`config.mk`:
```
export PLATFORM = sky130hd
export DESIGN_NAME = rand_matrix_filler_flat
export DESIGN_NICKNAME = d
export VERILOG_FILES = /design/src/rtl/rand_matrix_filler_pkg.sv /design/src/rtl/rand_matrix_filler_if.sv /design/src/rtl/rand_matrix_filler_range_sampler.sv /design/src/rtl/rand_matrix_filler.sv /design/src/flat_wrapper.sv
export SDC_FILE = /design/constraint.sdc
export NUM_CORES = 1
export LEC_CHECK = 0
export ABC_AREA = 0
export CAP_MARGIN = 10
export CORE_UTILIZATION = 30
export DETAILED_ROUTE_END_ITERATION = 16
export PLACE_DENSITY_LB_ADDON = 0.08
export SYNTH_ARGS = -nofsm -noshare
export SYNTH_HDL_FRONTEND = slang
export SYNTH_SLANG_ARGS = --single-unit
export TNS_END_PERCENT = 5
```
`constraint.sdc`:
```
create_clock -name clk -period 5.3 [get_ports clk]
set_input_delay 1.59 -clock clk [delete_from_list [all_inputs] [get_ports clk]]
set_output_delay 1.59 -clock clk [all_outputs]
set_load 0.03 [all_outputs]
```
`src/rtl/rand_matrix_filler_pkg.sv`:
```
// rand_matrix_filler shared package
// FSM encoding, sizes and the linear address helper
package rand_matrix_filler_pkg;

  localparam int MAX_DIM   = 5;
  localparam int DATA_W    = 4;
  localparam int ADDR_W    = 5;
  localparam int RETRY_MAX = 8;
  localparam int DIM_W     = 3;
  localparam int RTRY_W    = $clog2(RETRY_MAX + 1);

  typedef enum logic [2:0] {
    S_IDLE,
    S_DRAW,
    S_SAMPLE,
    S_WRITE,
    S_FIN
  } state_e;

  function automatic logic [ADDR_W-1:0] lin_addr(
    input logic [DIM_W-1:0] r,
    input logic [DIM_W-1:0] c
  );
    return ADDR_W'(r) * ADDR_W'(MAX_DIM) + ADDR_W'(c);
  endfunction

endpackage

```
`src/rtl/rand_matrix_filler_if.sv`:
```
// rand_matrix_filler element write port
// valid/ready bundle towards matrix storage
interface rand_matrix_filler_if;
  import rand_matrix_filler_pkg::*;

  logic              wr_valid;
  logic              wr_ready;
  logic [ADDR_W-1:0] wr_addr;
  logic [DIM_W-1:0]  wr_row;
  logic [DIM_W-1:0]  wr_col;
  logic [DATA_W-1:0] wr_data;

  modport master (
    output wr_valid,
    output wr_addr,
    output wr_row,
    output wr_col,
    output wr_data,
    input  wr_ready
  );

  modport slave (
    input  wr_valid,
    input  wr_addr,
    input  wr_row,
    input  wr_col,
    input  wr_data,
    output wr_ready
  );

endinterface

```
`src/rtl/rand_matrix_filler_range_sampler.sv`:
```
// range_sampler: accept check, retry count, fallback
// take_o says the current nibble (or the fallback) becomes the element
module range_sampler
  import rand_matrix_filler_pkg::*;
(
  input  logic              clk,
  input  logic              rst,
  input  logic              clr_i,
  input  logic              en_i,
  input  logic [DATA_W-1:0] rnd_i,
  input  logic [DATA_W-1:0] lo_i,
  input  logic [DATA_W-1:0] hi_i,
  output logic              take_o,
  output logic [DATA_W-1:0] data_o
);

  logic              accept;
  logic [RTRY_W-1:0] retry_q;
  logic [RTRY_W-1:0] retry_d;

  assign accept  = (rnd_i >= lo_i) && (rnd_i <= hi_i);
  assign retry_d = retry_q + RTRY_W'(1);
  assign take_o  = accept |
                   (retry_d == RTRY_W'(RETRY_MAX));
  assign data_o  = accept ? rnd_i : lo_i;

  always_ff @(posedge clk) begin
    if (rst || clr_i) begin
      retry_q <= '0;
    end else if (en_i && !accept) begin
      retry_q <= retry_d;
    end
  end

endmodule

```
`src/rtl/rand_matrix_filler.sv`:
```
// rand_matrix_filler: random matrix fill FSM
// draws nibbles, rejects out-of-range, writes row-major
module rand_matrix_filler
  import rand_matrix_filler_pkg::*;
(
  input  logic              clk,
  input  logic              rst,
  input  logic              start_i,
  input  logic [DIM_W-1:0]  rows_i,
  input  logic [DIM_W-1:0]  cols_i,
  input  logic [DATA_W-1:0] val_lo_i,
  input  logic [DATA_W-1:0] val_hi_i,
  input  logic [DATA_W-1:0] rnd_i,
  output logic              rnd_req_o,
  output logic              busy_o,
  output logic              done_o,
  output logic              err_o,
  rand_matrix_filler_if.master wr
);

  state_e            state_q;
  logic [DIM_W-1:0]  rows_q, cols_q;
  logic [DATA_W-1:0] lo_q, hi_q;
  logic [DIM_W-1:0]  row_q, col_q;
  logic [DIM_W-1:0]  row_d, col_d;
  logic              rnd_req_q, busy_q;
  logic              done_q, err_q;
  logic              wr_valid_q;
  logic [ADDR_W-1:0] wr_addr_q;
  logic [DIM_W-1:0]  wr_row_q, wr_col_q;
  logic [DATA_W-1:0] wr_data_q;

  logic              cfg_ok;
  logic              hs;
  logic              last_el;
  logic              smp_take;
  logic [DATA_W-1:0] smp_data;

  assign cfg_ok =
    (rows_i != '0) &&
    (rows_i <= DIM_W'(MAX_DIM)) &&
    (cols_i != '0) &&
    (cols_i <= DIM_W'(MAX_DIM)) &&
    (val_lo_i <= val_hi_i);

  assign hs      = wr_valid_q & wr.wr_ready;
  assign last_el = (row_q == rows_q - 3'd1) &&
                   (col_q == cols_q - 3'd1);

  always_comb begin
    row_d = row_q;
    col_d = col_q + 3'd1;
    if (col_q == cols_q - 3'd1) begin
      col_d = '0;
      row_d = row_q + 3'd1;
    end
  end

  range_sampler u_smp (
    .clk    (clk),
    .rst    (rst),
    .clr_i  (hs || (state_q == S_IDLE)),
    .en_i   (state_q == S_SAMPLE),
    .rnd_i  (rnd_i),
    .lo_i   (lo_q),
    .hi_i   (hi_q),
    .take_o (smp_take),
    .data_o (smp_data)
  );

  always_ff @(posedge clk) begin
    if (rst) begin
      state_q    <= S_IDLE;
      rows_q     <= '0;
      cols_q     <= '0;
      lo_q       <= '0;
      hi_q       <= '0;
      row_q      <= '0;
      col_q      <= '0;
      rnd_req_q  <= 1'b0;
      busy_q     <= 1'b0;
      done_q     <= 1'b0;
      err_q      <= 1'b0;
      wr_valid_q <= 1'b0;
      wr_addr_q  <= '0;
      wr_row_q   <= '0;
      wr_col_q   <= '0;
      wr_data_q  <= '0;
    end else begin
      rnd_req_q <= 1'b0;
      done_q    <= 1'b0;
      err_q     <= 1'b0;
      unique case (state_q)
        S_IDLE: begin
          if (start_i) begin
            rows_q <= rows_i;
            cols_q <= cols_i;
            lo_q   <= val_lo_i;
            hi_q   <= val_hi_i;
            if (cfg_ok) begin
              state_q   <= S_DRAW;
              rnd_req_q <= 1'b1;
              busy_q    <= 1'b1;
              row_q     <= '0;
              col_q     <= '0;
            end else begin
              err_q <= 1'b1;
            end
          end
        end
        S_DRAW: begin
          state_q <= S_SAMPLE;
        end
        S_SAMPLE: begin
          if (smp_take) begin
            state_q    <= S_WRITE;
            wr_valid_q <= 1'b1;
            wr_data_q  <= smp_data;
            wr_addr_q  <= lin_addr(row_q, col_q);
            wr_row_q   <= row_q;
            wr_col_q   <= col_q;
          end else begin
            state_q   <= S_DRAW;
            rnd_req_q <= 1'b1;
          end
        end
        S_WRITE: begin
          if (hs) begin
            wr_valid_q <= 1'b0;
            row_q      <= row_d;
            col_q      <= col_d;
            if (last_el) begin
              state_q <= S_FIN;
              done_q  <= 1'b1;
            end else begin
              state_q   <= S_DRAW;
              rnd_req_q <= 1'b1;
            end
          end
        end
        S_FIN: begin
          state_q <= S_IDLE;
          busy_q  <= 1'b0;
        end
        default: begin
          state_q <= S_IDLE;
          busy_q  <= 1'b0;
        end
      endcase
    end
  end

  assign rnd_req_o   = rnd_req_q;
  assign busy_o      = busy_q;
  assign done_o      = done_q;
  assign err_o       = err_q;
  assign wr.wr_valid = wr_valid_q;
  assign wr.wr_addr  = wr_addr_q;
  assign wr.wr_row   = wr_row_q;
  assign wr.wr_col   = wr_col_q;
  assign wr.wr_data  = wr_data_q;

endmodule

```
`src/flat_wrapper.sv`:
```
// flat-port wrapper written by rule: the top's interface ports become plain ports
module rand_matrix_filler_flat import rand_matrix_filler_pkg::*;
  (clk, rst, start_i, rows_i, cols_i, val_lo_i, val_hi_i, rnd_i, rnd_req_o, busy_o, done_o, err_o, wr_wr_valid, wr_wr_addr, wr_wr_row, wr_wr_col, wr_wr_data, wr_wr_ready);
  rand_matrix_filler_if wr_i ();
  input  logic clk;
  input  logic rst;
  input  logic start_i;
  input  logic [DIM_W-1:0] rows_i;
  input  logic [DIM_W-1:0] cols_i;
  input  logic [DATA_W-1:0] val_lo_i;
  input  logic [DATA_W-1:0] val_hi_i;
  input  logic [DATA_W-1:0] rnd_i;
  output logic rnd_req_o;
  output logic busy_o;
  output logic done_o;
  output logic err_o;
  output wire logic [$bits(wr_i.wr_valid)-1:0] wr_wr_valid;
  output wire logic [$bits(wr_i.wr_addr)-1:0] wr_wr_addr;
  output wire logic [$bits(wr_i.wr_row)-1:0] wr_wr_row;
  output wire logic [$bits(wr_i.wr_col)-1:0] wr_wr_col;
  output wire logic [$bits(wr_i.wr_data)-1:0] wr_wr_data;
  input wire logic [$bits(wr_i.wr_ready)-1:0] wr_wr_ready;
  assign wr_wr_valid = wr_i.wr_valid;
  assign wr_wr_addr = wr_i.wr_addr;
  assign wr_wr_row = wr_i.wr_row;
  assign wr_wr_col = wr_i.wr_col;
  assign wr_wr_data = wr_i.wr_data;
  assign wr_i.wr_ready = wr_wr_ready;
  rand_matrix_filler u_core (.clk(clk), .rst(rst), .start_i(start_i), .rows_i(rows_i), .cols_i(cols_i), .val_lo_i(val_lo_i), .val_hi_i(val_hi_i), .rnd_i(rnd_i), .rnd_req_o(rnd_req_o), .busy_o(busy_o), .done_o(done_o), .err_o(err_o), .wr(wr_i));
endmodule
```
==> results.ini, run 1 <==
[clock_tree]
clock-root-buffer = clkbuf_8
cts.hold.buffers_added = 0
cts.repair.resized = 0
cts.sinks = 47
clock_latency_ns = 0.30
clk_pin_slew_ns = 0.09
clock_path_buffers = 2
htree_num_levels = 2
cts_tree = done
numCtsBuffers = 5
post_cts_buffers = 0

[timing]
post-route-period-util_pct = 68.69
fin_crit_ns = 3.641
setup_tns_ns = 0
final_max_slew_viol_count = 0
tightest_slew_ns = 0.7724
clock.fmax_ghz = 0.2747
fin_worst_skew_ns = 0.006424
setup_viol = 0
hold_viol_final = 0
hold_ws_ns = 0.4596
rsz0062_at_grt = false
slew_headroom_pct = 48.51

[yosys]
syn_avg_cell_area_sq_um = 8.489
async_reset_ff_share_pct = 0
seq_area_frac_synth_pct = 36.22
netlist_area_sq_mm = 0.002597
syn-num-nets = 354
post-synth-top-count-cell = nand2_1
yosysTopAreaCell = dfxtp_1
synthFlopType = dfxtp_1
synth-seq-cells = 47
synth_common_cells = 53 x nand2_1, 47 x dfxtp_1, 34 x a21oi_1
ys_warn_count = 0
netlist.area_leader.share_pct = 36.22
ys_top_cells_by_area = dfxtp_1 36%, ha_1 12%, nand2_1 7.7%
synth_edf_count = 0
syn_inst = 306
ys_types = 50

[run_status]
status = finished clean

[drt]
ant_nets = 0
drc = 0
firstDrtPassIters = 4
num_vias = 2188
drt_iter0_markers = 83
routed_via_density = 4.862
routedWlPerCell_microns = 13.56
wirelength_microns = 6103

[power]
irDropWorstVdd_mv = 0.1165
power.density_mw_per_mm2 = 222.6
leakage_nw = 1.223

[floorplanning]
die_w_microns = 95.05
io-pin-count = 42
die_area_sq_mm = 0.009035
coreArea_sq_mm = 0.008299
start_util_pct = 31.30
rows = 33
die_y_microns = 95.05

[global_routing]
grt_pass1_wl_microns = 10520
antenna_found_initial = 0
groute.usage.overall_pct = 15.12
grt_pass1_vias = 2130
use_met3_pct = 2.791
grt_max_degree = 40
grt_use_met1_pct = 21.49
overflow = 0
grt-busiest-layer = met2
use_met2_pct = 23.26

[final_layout]
num-nets-final = 392
area_growth_pct = 22.35
diodes = 0
stdcell_count = 450
final_layout_size_suffix_gt1_share_pct = 5.797
final_area_sq_mm = 0.003178

[placement]
place_congestion = 0.7895
dp_hpwl_microns = 4661
portBuffers = 41
place_area_sq_mm = 0.003097
dp_cells = 442

[worst_hold_path]
whs_path_depth = 2
hold_class = register to register
min_from = u_core.lo_q[3]

[worst_setup_path]
cp-startpoint = rnd_i[1]
critPathCaptureType = register
slowest_delay_ns = 0.53
startpoint_type = input port
critPathKind = input port to register
r2r_start = u_core.hi_q[1]
crit_fanout = 14
crit_slowest_cell = o21ai_2
path_cells = clkdlybuf4s50_1 -> ha_1 -> nor2b_1 -> o21ai_1 -> a32oi_2 -> o21ai_2 -> nand2_1 -> a31o_2
crit_required_ns = 5.50
r2r_cells = 8
crit_arrival_ns = 3.84

[job]
drv_cap = 0

stage by stage:
step	setup WS, ns	power [mW]	utilization (%)
2_1_floorplan	2.144	0.4604	-
3_3_place_gp	1.383	0.5021	37.31
3_5_place_dp	1.293	0.5033	37.31
4_1_cts	1.615	0.7209	38.29
5_1_grt	1.446	0.7471	38.29
6_report	1.659	0.7075	38.29
layout by cell type, fill, tap and decap left out, types with 9 or more instances in the layout:
cell	count
o21ai_0	10
nor3_1	12
dfxtp_1	47
clkdlybuf4s50_1	41
nand2_1	53
nor2_1	9
ha_1	25
a21oi_1	34
inv_1	21
nand3_1	11
worst max-delay path: cells and delay by family:
family / cells / cell delay (ns)
buf+inv: 1 / 0.46
fa+ha+maj: 1 / 0.34
simple gates: 2 / 0.36
compound gates: 4 / 1.09
cell families after synthesis:
kind of cell / after synthesis / share of synthesized area [%]
and+or+nand+nor: 107 / 19.27
AOI/OAI and AO/OA: 74 / 18.93
DFF: 47 / 36.22
buffers and inverters: 32 / 4.961
adders and majority gates: 26 / 12.81
xor gates and xnor gates: 14 / 5.299
muxes: 6 / 2.505
per-layer routing:
metal  part of all wire, %  vias up
met4                  0.97        0
li1                      -     1148
met5                     0        -
met1                    53      992
met2                    42       43
met3                   4.4        5
registers in the layout (all words and copies together), names as in the netlist, 3 cells and up:
| name | count |
|---|---|
| u_core.col_q | 3 |
| u_core.cols_q | 3 |
| u_core.hi_q | 4 |
| u_core.lo_q | 4 |
| u_core.row_q | 3 |
| u_core.rows_q | 3 |
| u_core.state_q | 3 |
| u_core.u_smp.retry_q | 4 |
| u_core.wr.wr_addr | 5 |
| u_core.wr.wr_col | 3 |
| u_core.wr.wr_data | 4 |
| u_core.wr.wr_row | 3 |
cell type report:
class / count / area (sq um)
fill: 856 / 5121
multi-input combinational: 227 / 1528
sequential: 47 / 940.9
timing repair buffer: 42 / 417.9
tap: 105 / 131.4
inverter: 21 / 78.83
clock buffer: 7 / 76.32
clock inverter: 1 / 5.005
final timing paths:
| path | end | slack (ns) |
|---|---|---|
| setup reg to reg | u_core.wr.wr_col[1] | 3.06 |
| setup / recovery | u_core.wr.wr_col[1] | 1.66 |
| hold / removal | u_core.lo_q[3] | 0.46 |
| hold reg to reg | u_core.lo_q[3] | 0.46 |
power breakdown:
part	total (mW)	switching (mW)	leakage, nW	internal [mW]
clock	0.215	0.122	0.0422	0.0929
sequential	0.370	0.00790	0.382	0.362
combinational	0.123	0.0676	0.799	0.0550
total	0.707	0.197	1.22	0.510
No activity file was read; power rests on OpenSTA's default activity.
==> run 2, diff against run 1 <==
clock period = 3.7 ns   (was 5.3 ns; I/O delays follow)
==> run 2 against run 1 <==
Compared with the run above:
- critical path depth up 1
- register-to-register slack worse by 1.6 ns
- total power up 64%
- clock-buffer cell count fell by 1
- global-route usage is 0.20 points lower
- critical path type unchanged
- core utilization increased by 0.89 points
- largest cell class unchanged
- wire length up 0.36%
- cell area rose by 2.3%
- worst setup slack got worse by 0.99 ns
- non-clock buffer count is 3 higher
- hold slack better by 0.0016 ns
- sequential power grew 44%
==> results.ini, run 2 (same netlist as run 1, synthesis figures left out) <==
[run_status]
status = finished clean

[final_layout]
final_core_util_pct = 39.18
layout_commonest_cell = nand2_1
mostFrequentLayoutCells = 53 x nand2_1, 47 x dfxtp_1, 41 x clkdlybuf4s50_1
largest_reg_flops = 5
final.fill_count = 852
final_layout_size_suffix_gt1_share_pct = 6.897
area_growth_pct = 25.19
diodes = 0
num-nets-final = 395
stdcell_count = 453

[worst_setup_path]
reg2reg_to = u_core.wr.wr_addr[4]
crit_required_ns = 3.90
rrSetupSlack_ns = 1.47
crit_fanout = 10
r2r_start = u_core.row_q[0]
path_buf_inv = 2
critPathCaptureType = register
slowest_delay_ns = 0.45
crit_arrival_ns = 3.23
crit_slowest_cell = clkdlybuf4s50_1
path_depth = 9
path_cells = clkdlybuf4s50_1 -> inv_1 -> ha_1 -> nand2b_1 -> a211oi_2 -> o21ba_4 -> o21a_1 -> nor3_1 -> a31o_2
startpoint_type = input port
r2r_cells = 7
critical_path.top_delay_family = compound AO/OA/AOI/OAI gates
critPathKind = input port to register

[clock_tree]
cts.repair.resized = 0
clock-root-buffer = clkbuf_8
cts.sinks = 47
htree_num_levels = 2
post_cts_buffers = 0
clock_path_buffers = 2
clk_pin_slew_ns = 0.09
numCtsBuffers = 5
cts.hold.buffers_added = 0
cts_tree = done
clock_latency_ns = 0.30

[power]
clkPwrFrac_pct = 38.7
power_frac_seq_pct = 45.8
power_frac_comb_pct = 15.5
irDropWorstVdd_mv = 0.1776
p_int_mw = 0.8711
switching_share_pct = 24.89
leakage_nw = 1.261
power.density_mw_per_mm2 = 356.6
p_switching_mw = 0.2886

[timing]
setup_tns_ns = 0
clock.fmax_ghz = 0.3299
hold_viol_final = 0
setup_viol = 0
tightest_slew_ns = 0.7421
rsz0062_at_grt = false
slew_headroom_pct = 50.53
post-route-period-util_pct = 81.92
fin_worst_skew_ns = 0.006191
fin_crit_ns = 3.031
final_max_slew_viol_count = 0

[global_routing]
grt_max_degree = 38
use_met2_pct = 22.24
grt_pass1_vias = 2121
grt_use_met1_pct = 21.94
use_met3_pct = 2.472
grt_pass1_wl_microns = 10440
overflow = 0
grt-busiest-layer = met2
groute.usage.overall_pct = 14.92
antenna_found_initial = 0

[drt]
drc = 0
firstDrtPassIters = 4
routed_via_density = 4.845
drt_iter0_markers = 80
wirelength_microns = 6125
ant_nets = 0
routedWlPerCell_microns = 13.52
num_vias = 2195

[floorplanning]
rows = 33
die_y_microns = 95.05
die_area_sq_mm = 0.009035
coreArea_sq_mm = 0.008299
die_w_microns = 95.05
io-pin-count = 42
start_util_pct = 31.30

[worst_hold_path]
hold_class = register to register
min_from = u_core.lo_q[2]
holdPathEnd = u_core.lo_q[2]
whs_path_depth = 2

[job]
drv_cap = 0

[placement]
dp_hpwl_microns = 4666
dp_cells = 445
portBuffers = 41
place_congestion = 0.7773

[run 2: cell count changes in the layout (fill, tap and decap cells not counted)]
cell and delta:
clkinv_2 -1, clkbuf_1 -1, bufinv_16 +2, buf_4 +3
[run 2: layer usage]
metal	routed length, microns	part of all wire (%)	up-vias
met5	0	0	-
met4	59	0.96	0
met3	203	3.3	4
met2	2495	41	40
met1	3366	55	1006
li1	-	-	1145
[run 2: power by group through the flow]
| stage | clock network, mW | logic [mW] | registers (mW) |
|---|---|---|---|
| after floorplan | 0 | 0.116 | 0.544 |
| after global placement | 0 | 0.181 | 0.543 |
| after detailed placement | 0 | 0.181 | 0.543 |
| after CTS | 0.466 | 0.182 | 0.531 |
| after global routing | 0.490 | 0.202 | 0.534 |
| final | 0.448 | 0.180 | 0.531 |
[run 2: per-stage QoR]
step / worst slack (ns) / power [mW] / area (sq um) / hold WS [ns]
global placement: 0.3456 / 0.7235 / 3119 / 0.4454
floorplan: 1.024 / 0.6596 / 2597 / 0.4363
detailed placement: 0.3493 / 0.7239 / 3119 / 0.4530
global route: 0.5235 / 1.225 / 3252 / 0.4835
finish: 0.6691 / 1.160 / 3252 / 0.4613
CTS: 0.6852 / 1.179 / 3252 / 0.4658
[run 2: tightest hold or removal path, cell delays in order (launching register included)]
cell     delay [ns]
dfxtp_1        0.32
nand2_1        0.05
a21oi_1        0.05
[run 2: how the worst max path moves through the flow]
| stage | startpoint | end | slack [ns] |
|---|---|---|---|
| 2_1_floorplan | rnd_i[0] | u_core.u_smp.retry_q[3] | 1.02 |
| 6_report | rnd_i[0] | u_core.wr.wr_col[0] | 0.67 |
| 4_1_cts | rnd_i[1] | u_core.wr.wr_col[0] | 0.69 |
| 3_5_place_dp | rnd_i[1] | u_core.wr.wr_col[0] | 0.35 |
| 3_3_place_gp | rnd_i[1] | u_core.wr.wr_col[1] | 0.35 |
| 5_1_grt | rnd_i[1] | u_core.state_q[1] | 0.52 |
[run 2: cell type report]
class	instances	area [sq um]	area share [%]
timing repair buffer	45	440.4	13.54
inverter	21	78.83	2.424
clock inverter	2	60.06	1.847
multi-input combinational	227	1528	46.98
clock buffer	6	72.57	2.232
sequential	47	940.9	28.93
tap	105	131.4	4.040
